$ cat src/rtl/spi_master.sv
// ============================================================================
//  Module   : spi_master
//  Function : SPI mode-0 master, MSB first, 8-bit frames, one chip select,
//             start/ready byte handshake with optional CS hold between bytes.
//  Revision : 1.0  initial release
// ============================================================================
`default_nettype none

module spi_master #(
  parameter int CLOCK_FREQUENCY = 27000000,
  parameter int SPI_FREQUENCY   = 1000000
) (
  input  logic       clock,
  input  logic       reset_n,
  input  logic       start,
  input  logic [7:0] tx_data,
  input  logic       cs_hold,
  input  logic       stop,
  output logic       ready,
  output logic       busy,
  output logic [7:0] rx_data,
  output logic       rx_valid,
  output logic       spi_sck,
  output logic       spi_cs,
  output logic       spi_mosi,
  input  logic       spi_miso
);

  localparam int HALF_DIV = CLOCK_FREQUENCY / (2 * SPI_FREQUENCY);
  localparam int DIV_W    = (HALF_DIV > 1) ? $clog2(HALF_DIV) : 1;
  localparam logic [DIV_W-1:0] DIV_LAST = DIV_W'(HALF_DIV - 1);

  if (HALF_DIV < 1) begin : g_half_div_check
    $error("spi_master: HALF_DIV must be >= 1");
  end

  localparam logic [2:0] S_IDLE     = 3'd0;
  localparam logic [2:0] S_SETUP    = 3'd1;
  localparam logic [2:0] S_SHIFT_HI = 3'd2;
  localparam logic [2:0] S_SHIFT_LO = 3'd3;
  localparam logic [2:0] S_DONE     = 3'd4;
  localparam logic [2:0] S_HOLD     = 3'd5;
  localparam logic [2:0] S_END      = 3'd6;
  localparam logic [2:0] S_GAP      = 3'd7;

  logic [2:0]       state_q, state_d;
  logic [DIV_W-1:0] div_q, div_d;
  logic [2:0]       bit_cnt_q, bit_cnt_d;
  logic [7:0]       tx_sr_q, tx_sr_d;
  logic [7:0]       rx_sr_q, rx_sr_d;
  logic             hold_q, hold_d;
  logic             sck_q, sck_d;
  logic             cs_q, cs_d;
  logic             mosi_q, mosi_d;
  logic [7:0]       rx_data_q, rx_data_d;
  logic             rx_valid_q, rx_valid_d;
  logic             tick;
  logic             accept;

  always_comb begin
    state_d    = state_q;
    bit_cnt_d  = bit_cnt_q;
    tx_sr_d    = tx_sr_q;
    rx_sr_d    = rx_sr_q;
    hold_d     = hold_q;
    sck_d      = sck_q;
    cs_d       = cs_q;
    mosi_d     = mosi_q;
    rx_data_d  = rx_data_q;
    rx_valid_d = 1'b0;
    tick       = (div_q == DIV_LAST);
    accept     = start && (state_q == S_IDLE || state_q == S_HOLD);

    case (state_q)
      S_IDLE: begin
        if (accept) state_d = S_SETUP;
      end
      S_SETUP: begin
        if (tick) begin
          sck_d   = 1'b1;
          rx_sr_d = {rx_sr_q[6:0], spi_miso};
          state_d = S_SHIFT_HI;
        end
      end
      S_SHIFT_HI: begin
        if (tick) begin
          sck_d = 1'b0;
          if (bit_cnt_q == 3'd7) begin
            // rx_valid is registered so it lines up with the DONE cycle
            rx_data_d  = rx_sr_q;
            rx_valid_d = 1'b1;
            state_d    = S_DONE;
          end else begin
            tx_sr_d   = {tx_sr_q[6:0], 1'b0};
            mosi_d    = tx_sr_q[6];
            bit_cnt_d = bit_cnt_q + 3'd1;
            state_d   = S_SHIFT_LO;
          end
        end
      end
      S_SHIFT_LO: begin
        if (tick) begin
          sck_d   = 1'b1;
          rx_sr_d = {rx_sr_q[6:0], spi_miso};
          state_d = S_SHIFT_HI;
        end
      end
      S_DONE: begin
        state_d = hold_q ? S_HOLD : S_END;
      end
      S_HOLD: begin
        if (accept)    state_d = S_SETUP;
        else if (stop) state_d = S_END;
      end
      S_END: begin
        if (tick) begin
          cs_d    = 1'b1;
          mosi_d  = 1'b0;
          state_d = S_GAP;
        end
      end
      S_GAP: begin
        if (tick) state_d = S_IDLE;
      end
      default: state_d = S_IDLE;
    endcase

    if (accept) begin
      tx_sr_d   = tx_data;
      hold_d    = cs_hold;
      bit_cnt_d = 3'd0;
      cs_d      = 1'b0;
      mosi_d    = tx_data[7];
    end

    // every state entry starts a fresh half-period
    if (state_d != state_q || tick) div_d = '0;
    else                            div_d = div_q + 1'b1;
  end

  always_ff @(posedge clock or negedge reset_n) begin
    if (!reset_n) begin
      state_q    <= S_IDLE;
      div_q      <= '0;
      bit_cnt_q  <= 3'd0;
      tx_sr_q    <= 8'h00;
      rx_sr_q    <= 8'h00;
      hold_q     <= 1'b0;
      sck_q      <= 1'b0;
      cs_q       <= 1'b1;
      mosi_q     <= 1'b0;
      rx_data_q  <= 8'h00;
      rx_valid_q <= 1'b0;
    end else begin
      state_q    <= state_d;
      div_q      <= div_d;
      bit_cnt_q  <= bit_cnt_d;
      tx_sr_q    <= tx_sr_d;
      rx_sr_q    <= rx_sr_d;
      hold_q     <= hold_d;
      sck_q      <= sck_d;
      cs_q       <= cs_d;
      mosi_q     <= mosi_d;
      rx_data_q  <= rx_data_d;
      rx_valid_q <= rx_valid_d;
    end
  end

  assign ready    = (state_q == S_IDLE) || (state_q == S_HOLD);
  assign busy     = (state_q != S_IDLE);
  assign rx_data  = rx_data_q;
  assign rx_valid = rx_valid_q;
  assign spi_sck  = sck_q;
  assign spi_cs   = cs_q;
  assign spi_mosi = mosi_q;

endmodule

`default_nettype wire
$ cat config.mk
export PLATFORM = sky130hd
export DESIGN_NAME = spi_master
export DESIGN_NICKNAME = d
export VERILOG_FILES = /design/src/rtl/spi_master.sv
export SDC_FILE = /design/constraint.sdc
export NUM_CORES = 1
export LEC_CHECK = 0
export ABC_AREA = 1
export CAP_MARGIN = 20
export CORE_MARGIN = 2
export CORE_UTILIZATION = 50
export DETAILED_ROUTE_END_ITERATION = 10
export HOLD_SLACK_MARGIN = 0.05
export MAX_ROUTING_LAYER = met4
export PLACE_DENSITY_LB_ADDON = 0.25
export RECOVER_POWER = 100
export SKIP_CTS_REPAIR_TIMING = 1
export SLEW_MARGIN = 25
export SYNTH_ARGS = -nofsm -noshare
export SYNTH_HDL_FRONTEND = slang
export SYNTH_SLANG_ARGS = --single-unit
$ cat constraint.sdc
create_clock -name clock -period 2 [get_ports clock]
set_input_delay 0.5 -clock clock [delete_from_list [all_inputs] [get_ports clock]]
set_output_delay 0.5 -clock clock [all_outputs]
set_load 0.03 [all_outputs]
# [Word level (Yosys, flattened, before mapping)]
# Index checks and enable logic that the tools add are counted.
# W data, S select, Z words.
[word_totals] elab_cells=77 register_bits=38 input_bits=14 out_inout_bits=14
[op_classes] eq_ne=16 n_mux=31 reduce_logical=17 add_sub_neg=2
[op_table] op="$mux W3" count=12
[op_table] op="$mux W7" count=4
[op_table] op="$pmux W3 S7" count=1
[op_table] op="$eq A3 B3 Y1 const B" count=5
[op_table] op="$mux W1" count=10
[op_table] op="$ne A3 B3 Y1 const B" count=3
[op_table] op="$reduce_and A3 Y1" count=3
[op_table] op="$reduce_bool A2 Y1" count=4
[op_table] op="$eq A3 B2 Y1 const B" count=2
[op_table] op="$reduce_bool A3 Y1" count=2
[op_table] op="$add A4 B1 Y4 const B" count=1
[op_table] op="$eq A4 B4 Y1 const B" count=1
[op_table] op="$mux W4" count=1
[op_table] op="$ne A2 B2 Y1 const B" count=2
[op_table] op="$pmux W1 S2" count=2
[op_table] op="$reduce_and A2 Y1" count=2
[op_table] op="$reduce_and A4 Y1" count=1
[op_table] op="$add A3 B1 Y3 const B" count=1
[op_table] op="$eq A3 B1 Y1 const B" count=1
[op_table] op="$logic_not A3 Y1" count=1
[op_table] op="$ne A3 B3 Y1" count=1
[op_table] op="$logic_or A1 B1 Y1" count=2
[op_table] op="$mux W2" count=1
[op_table] op="$ne A2 B1 Y1 const B" count=1
[op_table] op="2 further kinds" count=2

# [Logic depth before layout (Yosys ltp)]
# Gate-level depths: netlist (run 1).
[depth] depth_word=8 depth_mapped=12 depth_no_buf=12

# [Least setup slack after synthesis (run 1)]
# Ideal clock, no wire load.
[synth_timing] path_type="reg-to-reg" from="reg state_q[0]" to="reg bit_cnt_q[1]" path_stages_with_launch=8 setup_ps=121 required_ps=1879 arrival_ps=1572 path_slack_ps=307 n_path_buf=0 period_less_slack_ps=1693 cell_sequence="dfrtp_1 > nor2_1 > nand2_1 > nand2_2 > nand2_4 > nand2_4 > inv_4 > a22o_2"
[synth_via] elab_chain_cells=5 elab_cells_between_ends=10 cone_classes="eq/ne (3); mux (1); reduce/logical (6)"
[synth_lines] element="start, declared" line="46" text="logic [2:0] state_q, state_d;"
[synth_lines] element="start signal, assigned" line="155" text="state_q <= state_d;"
[synth_lines] element="$eq A3 B3 Y1 or $logic_not A3 Y1 (tied branches)"
[synth_lines] element="$logic_or A1 B1 Y1 (*)"
[synth_lines] element="via ready" line="19" text="output logic ready,"
[synth_lines] element="$logic_and A1 B1 Y1 (*)" line="72" text="accept = start && (state_q == S_IDLE || state_q == S_HOLD);"
[synth_lines] element="$ne A2 B2 Y1 (no line) or $reduce_bool A2 Y1 (tied branches)"
[synth_lines] element="$reduce_and A3 Y1 (no line)"
[synth_lines] element="end signal, assigned" line="157" text="bit_cnt_q <= bit_cnt_d;"
[synth_lines] element="end, declared" line="48" text="logic [2:0] bit_cnt_q, bit_cnt_d;"
# Mark *: on every way through the listed nets, which the timed path passes. The rest lies on a longest branch.
# A chain may end at the register's enable or synchronous reset.

# [Worst setup path after layout (run 1)]
[layout_timing] from="reg sck_q (netlist: spi_sck)" to="out spi_sck"
[layout_lines] element="start, declared" line="52" text="logic sck_q, sck_d;"
[layout_lines] element="start signal, assigned" line="161" text="sck_q <= sck_d;"
[layout_lines] element="end, declared" line="23" text="output logic spi_sck,"
# No word-level cell between the ends.

==> results of run 1 <==
==> per-layer routing <==
| metal | part of all wire [%] | vias up | global-route usage (%) |
|---|---|---|---|
| met2 | 44 | 31 | 28.26 |
| met4 | 2.2 | 0 | 7.979 |
| met5 | 0 | - | - |
| met3 | 4.1 | 8 | 3.873 |
| li1 | - | 719 | - |
| met1 | 49 | 632 | 23.22 |
==> through the flow <==
step / total power, uW / TNS (ps)
after global routing: 2395 / -1.706
final: 2220 / 0
after detailed placement: 1816 / 0
after global placement: 1805 / 0
after floorplan: 1548 / 0
after CTS: 2249 / -170.9
==> state kept, by name, indices dropped and copies added, names as in the netlist <==
register,cells
hold_q,1
spi_mosi,1
rx_data,8
bit_cnt_q,3
rx_valid,1
state_q,3
spi_cs,1
tx_sr_q,7
rx_sr_q,8
spi_sck,1
div_q,4
==> power by group <==
group	internal (uW)	leakage [uW]	switching, uW
Sequential	928	0.000502	86.4
Clock	169	0.0000343	258
Combinational	309	0.000516	469
Total	1410	0.00105	814
==> final timing paths <==
path | depth (start not counted) | slack (ps) | endpoint
max in group asynchronous | 2 | 660 | spi_cs$_DFFE_PN1P_
min in group clock | 2 | 480 | rx_data[7]$_DFFE_PN0P_
worst min-delay path | 1 | 340 | rx_data[5]$_DFFE_PN0P_
worst min register to register | 2 | 480 | rx_data[7]$_DFFE_PN0P_
worst max register to register | 9 | 230 | bit_cnt_q[2]$_DFFE_PN0P_
worst max-delay path | 1 | 100 | spi_sck
==> layout make-up <==
class                      instances  share of cell area [%]
tap                               46                   2.586
sequential                        38                   42.78
multi-input combinational        128                   31.48
clock inverter                     2                  0.5621
timing repair buffer              36                   14.61
inverter                          33                   5.677
clock buffer                       6                   2.305
==> cells in the final DEF, fill, tap and decap left out, types with 2 or more instances in the layout <==
| cell | instances |
|---|---|
| a21oi_1 | 2 |
| a22o_2 | 2 |
| buf_4 | 6 |
| buf_6 | 2 |
| clkbuf_1 | 4 |
| clkbuf_4 | 5 |
| clkdlybuf4s50_1 | 23 |
| dfrtp_1 | 37 |
| ha_1 | 4 |
| inv_1 | 29 |
| inv_2 | 3 |
| nand2_1 | 54 |
| nand3_1 | 5 |
| nor2_1 | 15 |
| nor2_2 | 3 |
| o211ai_1 | 3 |
| o21ai_0 | 18 |
| o21ai_2 | 7 |
| o221ai_1 | 2 |
==> cells by family after synthesis <==
| kind of cell | Yosys count |
|---|---|
| AOI/OAI and AO/OA | 36 |
| xor gates and xnor gates | 2 |
| adders and majority gates | 4 |
| buffers and inverters | 36 |
| DFF | 38 |
| and+or+nand+nor | 86 |
==> results by group, run 1 <==
Status
  – Status: completed

Synth
  – Post-Syn Area: 1807 um^2
  – Post-synthesis compound-gate area fraction: 12.95%
  – Top post-synthesis cells by area: dfrtp_1, nand2_1, inv_1, o21ai_0, o21ai_2
  – Count of different cell masters after synthesis: 32
  – Syn_nets: 220
  – Adder-Cell Fraction of Synth Area: 2.770%
  – Most common cell in the netlist: nand2_1
  – Synth Warn #: 0
  – Post-synthesis average cell area: 8.944 um^2
  – Largest family of logic cells by synthesized area: simple AND/OR/NAND/NOR gates
  – FF+latch count, synth: 38
  – Async set-or-reset flop fraction in the synthesized netlist: 100.0%
  – Share of the synthesized area in the top cell type: 51.25%
  – Mux cell area share after synthesis: 0%
  – Synth top cells by count: nand2_1, dfrtp_1, inv_1
  – Post-synth EDFFs: 0
  – Cell accounting for the most synthesized area: dfrtp_1
  – Seq/Total Area, Yosys: 52.70%
  – Mapped Cells: 202
  – Main synth FF type: dfrtp_1
  – Post-Synth XOR/XNOR Area: 0.9695%
  – Simple-Gate Fraction of Synth Area: 22.37%

Finish
  – Seq. cell area: 952.2 um^2
  – Share of cells above drive strength 1: 16.46%
  – Fin util: 65.16%
  – Area Overhead vs Synth: 23.20%
  – Nets: 260
  – Area of the multi-input gates: 700.7 um^2
  – Post-route cell area: 2226 um^2
  – Antenna Cells: 0
  – Fillers: 307
  – Final Non-Filler Cells: 289

CTS
  – Cts bufs inserted: 5
  – Worst-path clk slew: 120 ps
  – CTS Root Cell: clkbuf_4
  – Clock sinks: 38
  – CTS Buffer Depth: 2
  – TritonCTS clock tree: yes
  – Worst skew pair latency: 350 ps
  – H-tree levels: 2

Critical path
  – Worst r2r src: bit_cnt_q[0]$_DFFE_PN0P_
  – Buf/Inv on CP: 1
  – CP Capture Type: primary output
  – CP startpoint kind: register
  – Req. time, crit path: 1500 ps
  – Max FO, Critical Path: 2
  – CP startpoint: spi_sck$_DFFE_PN0P_
  – WS Path Type: register to primary output
  – CP max stage delay: 670 ps
  – Slowest stage cell, crit path: clkdlybuf4s50_1
  – CP delay by family, top: buffers and inverters
  – WP data arrival: 1400 ps
  – Cell chain of the critical path: clkdlybuf4s50_1

Floorplanning
  – Total core area: 3416 um^2
  – IO Pins: 28
  – Die X: 64.11 um
  – Rows: 21
  – Initial Util: 52.89%
  – Die area: 4110 um^2
  – Die H: 64.11 um

STA
  – Hold Violations, Final: 0
  – Final-report max-slew violation count: 0
  – # setup viols final: 0
  – Final Worst Setup Slack: 104.1 ps
  – Worst-Margin Slew: 1130 ps
  – Fin Hold WS: 338.8 ps
  – Slew HR: 24.69%
  – Fmax: 527.4 MHz
  – Final period util: 94.80%
  – Min Tclk post-route: 1896 ps
  – Skew final: 5.809 ps

Power and ir drop
  – P per Cell Area: 997.2 nW/um^2
  – Leak: 0.001053 uW
  – IR drop worst, VDD: 579.5 uV

Place
  – Dpl ws: 126.7 ps
  – Total instance count after detailed placement: 278
  – Area after DPL: 2150 um^2
  – Final HPWL DP: 2294 um
  – Gp weighted congestion: 0.8291
  – IO Port Bufs: 27

Global route
  – Vias in the first global route: 1302
  – Initial antenna violation count: 0
  – Pin count of the biggest net entering global routing: 23
  – First-pass GRT wire length: 5637 um
  – GR Overflow Total: 0
  – Overall routing resource usage: 18.22%

Route
  – Drt total wl: 3145 um
  – Final ANT Viol Nets: 0
  – Average vias per placed instance: 4.810
  – Drt first pass iters: 4
  – WL/cell: 10.88 um
  – DRC: 0
  – Drt initial violations: 53
  – Total number of vias: 1390

Run
  – MaxCap Viol Count: 0

Hold path
  – Hold Crit Class: primary input to asynchronous set/reset pin
Note: power is estimated with default switching activity, not from simulation.
==> inputs of run 2 (changes only) <==
HOLD_SLACK_MARGIN = not set   (was 0.05)
==> results of run 2 <==
Final layout, timing and power as in run 1 (identical DEF).
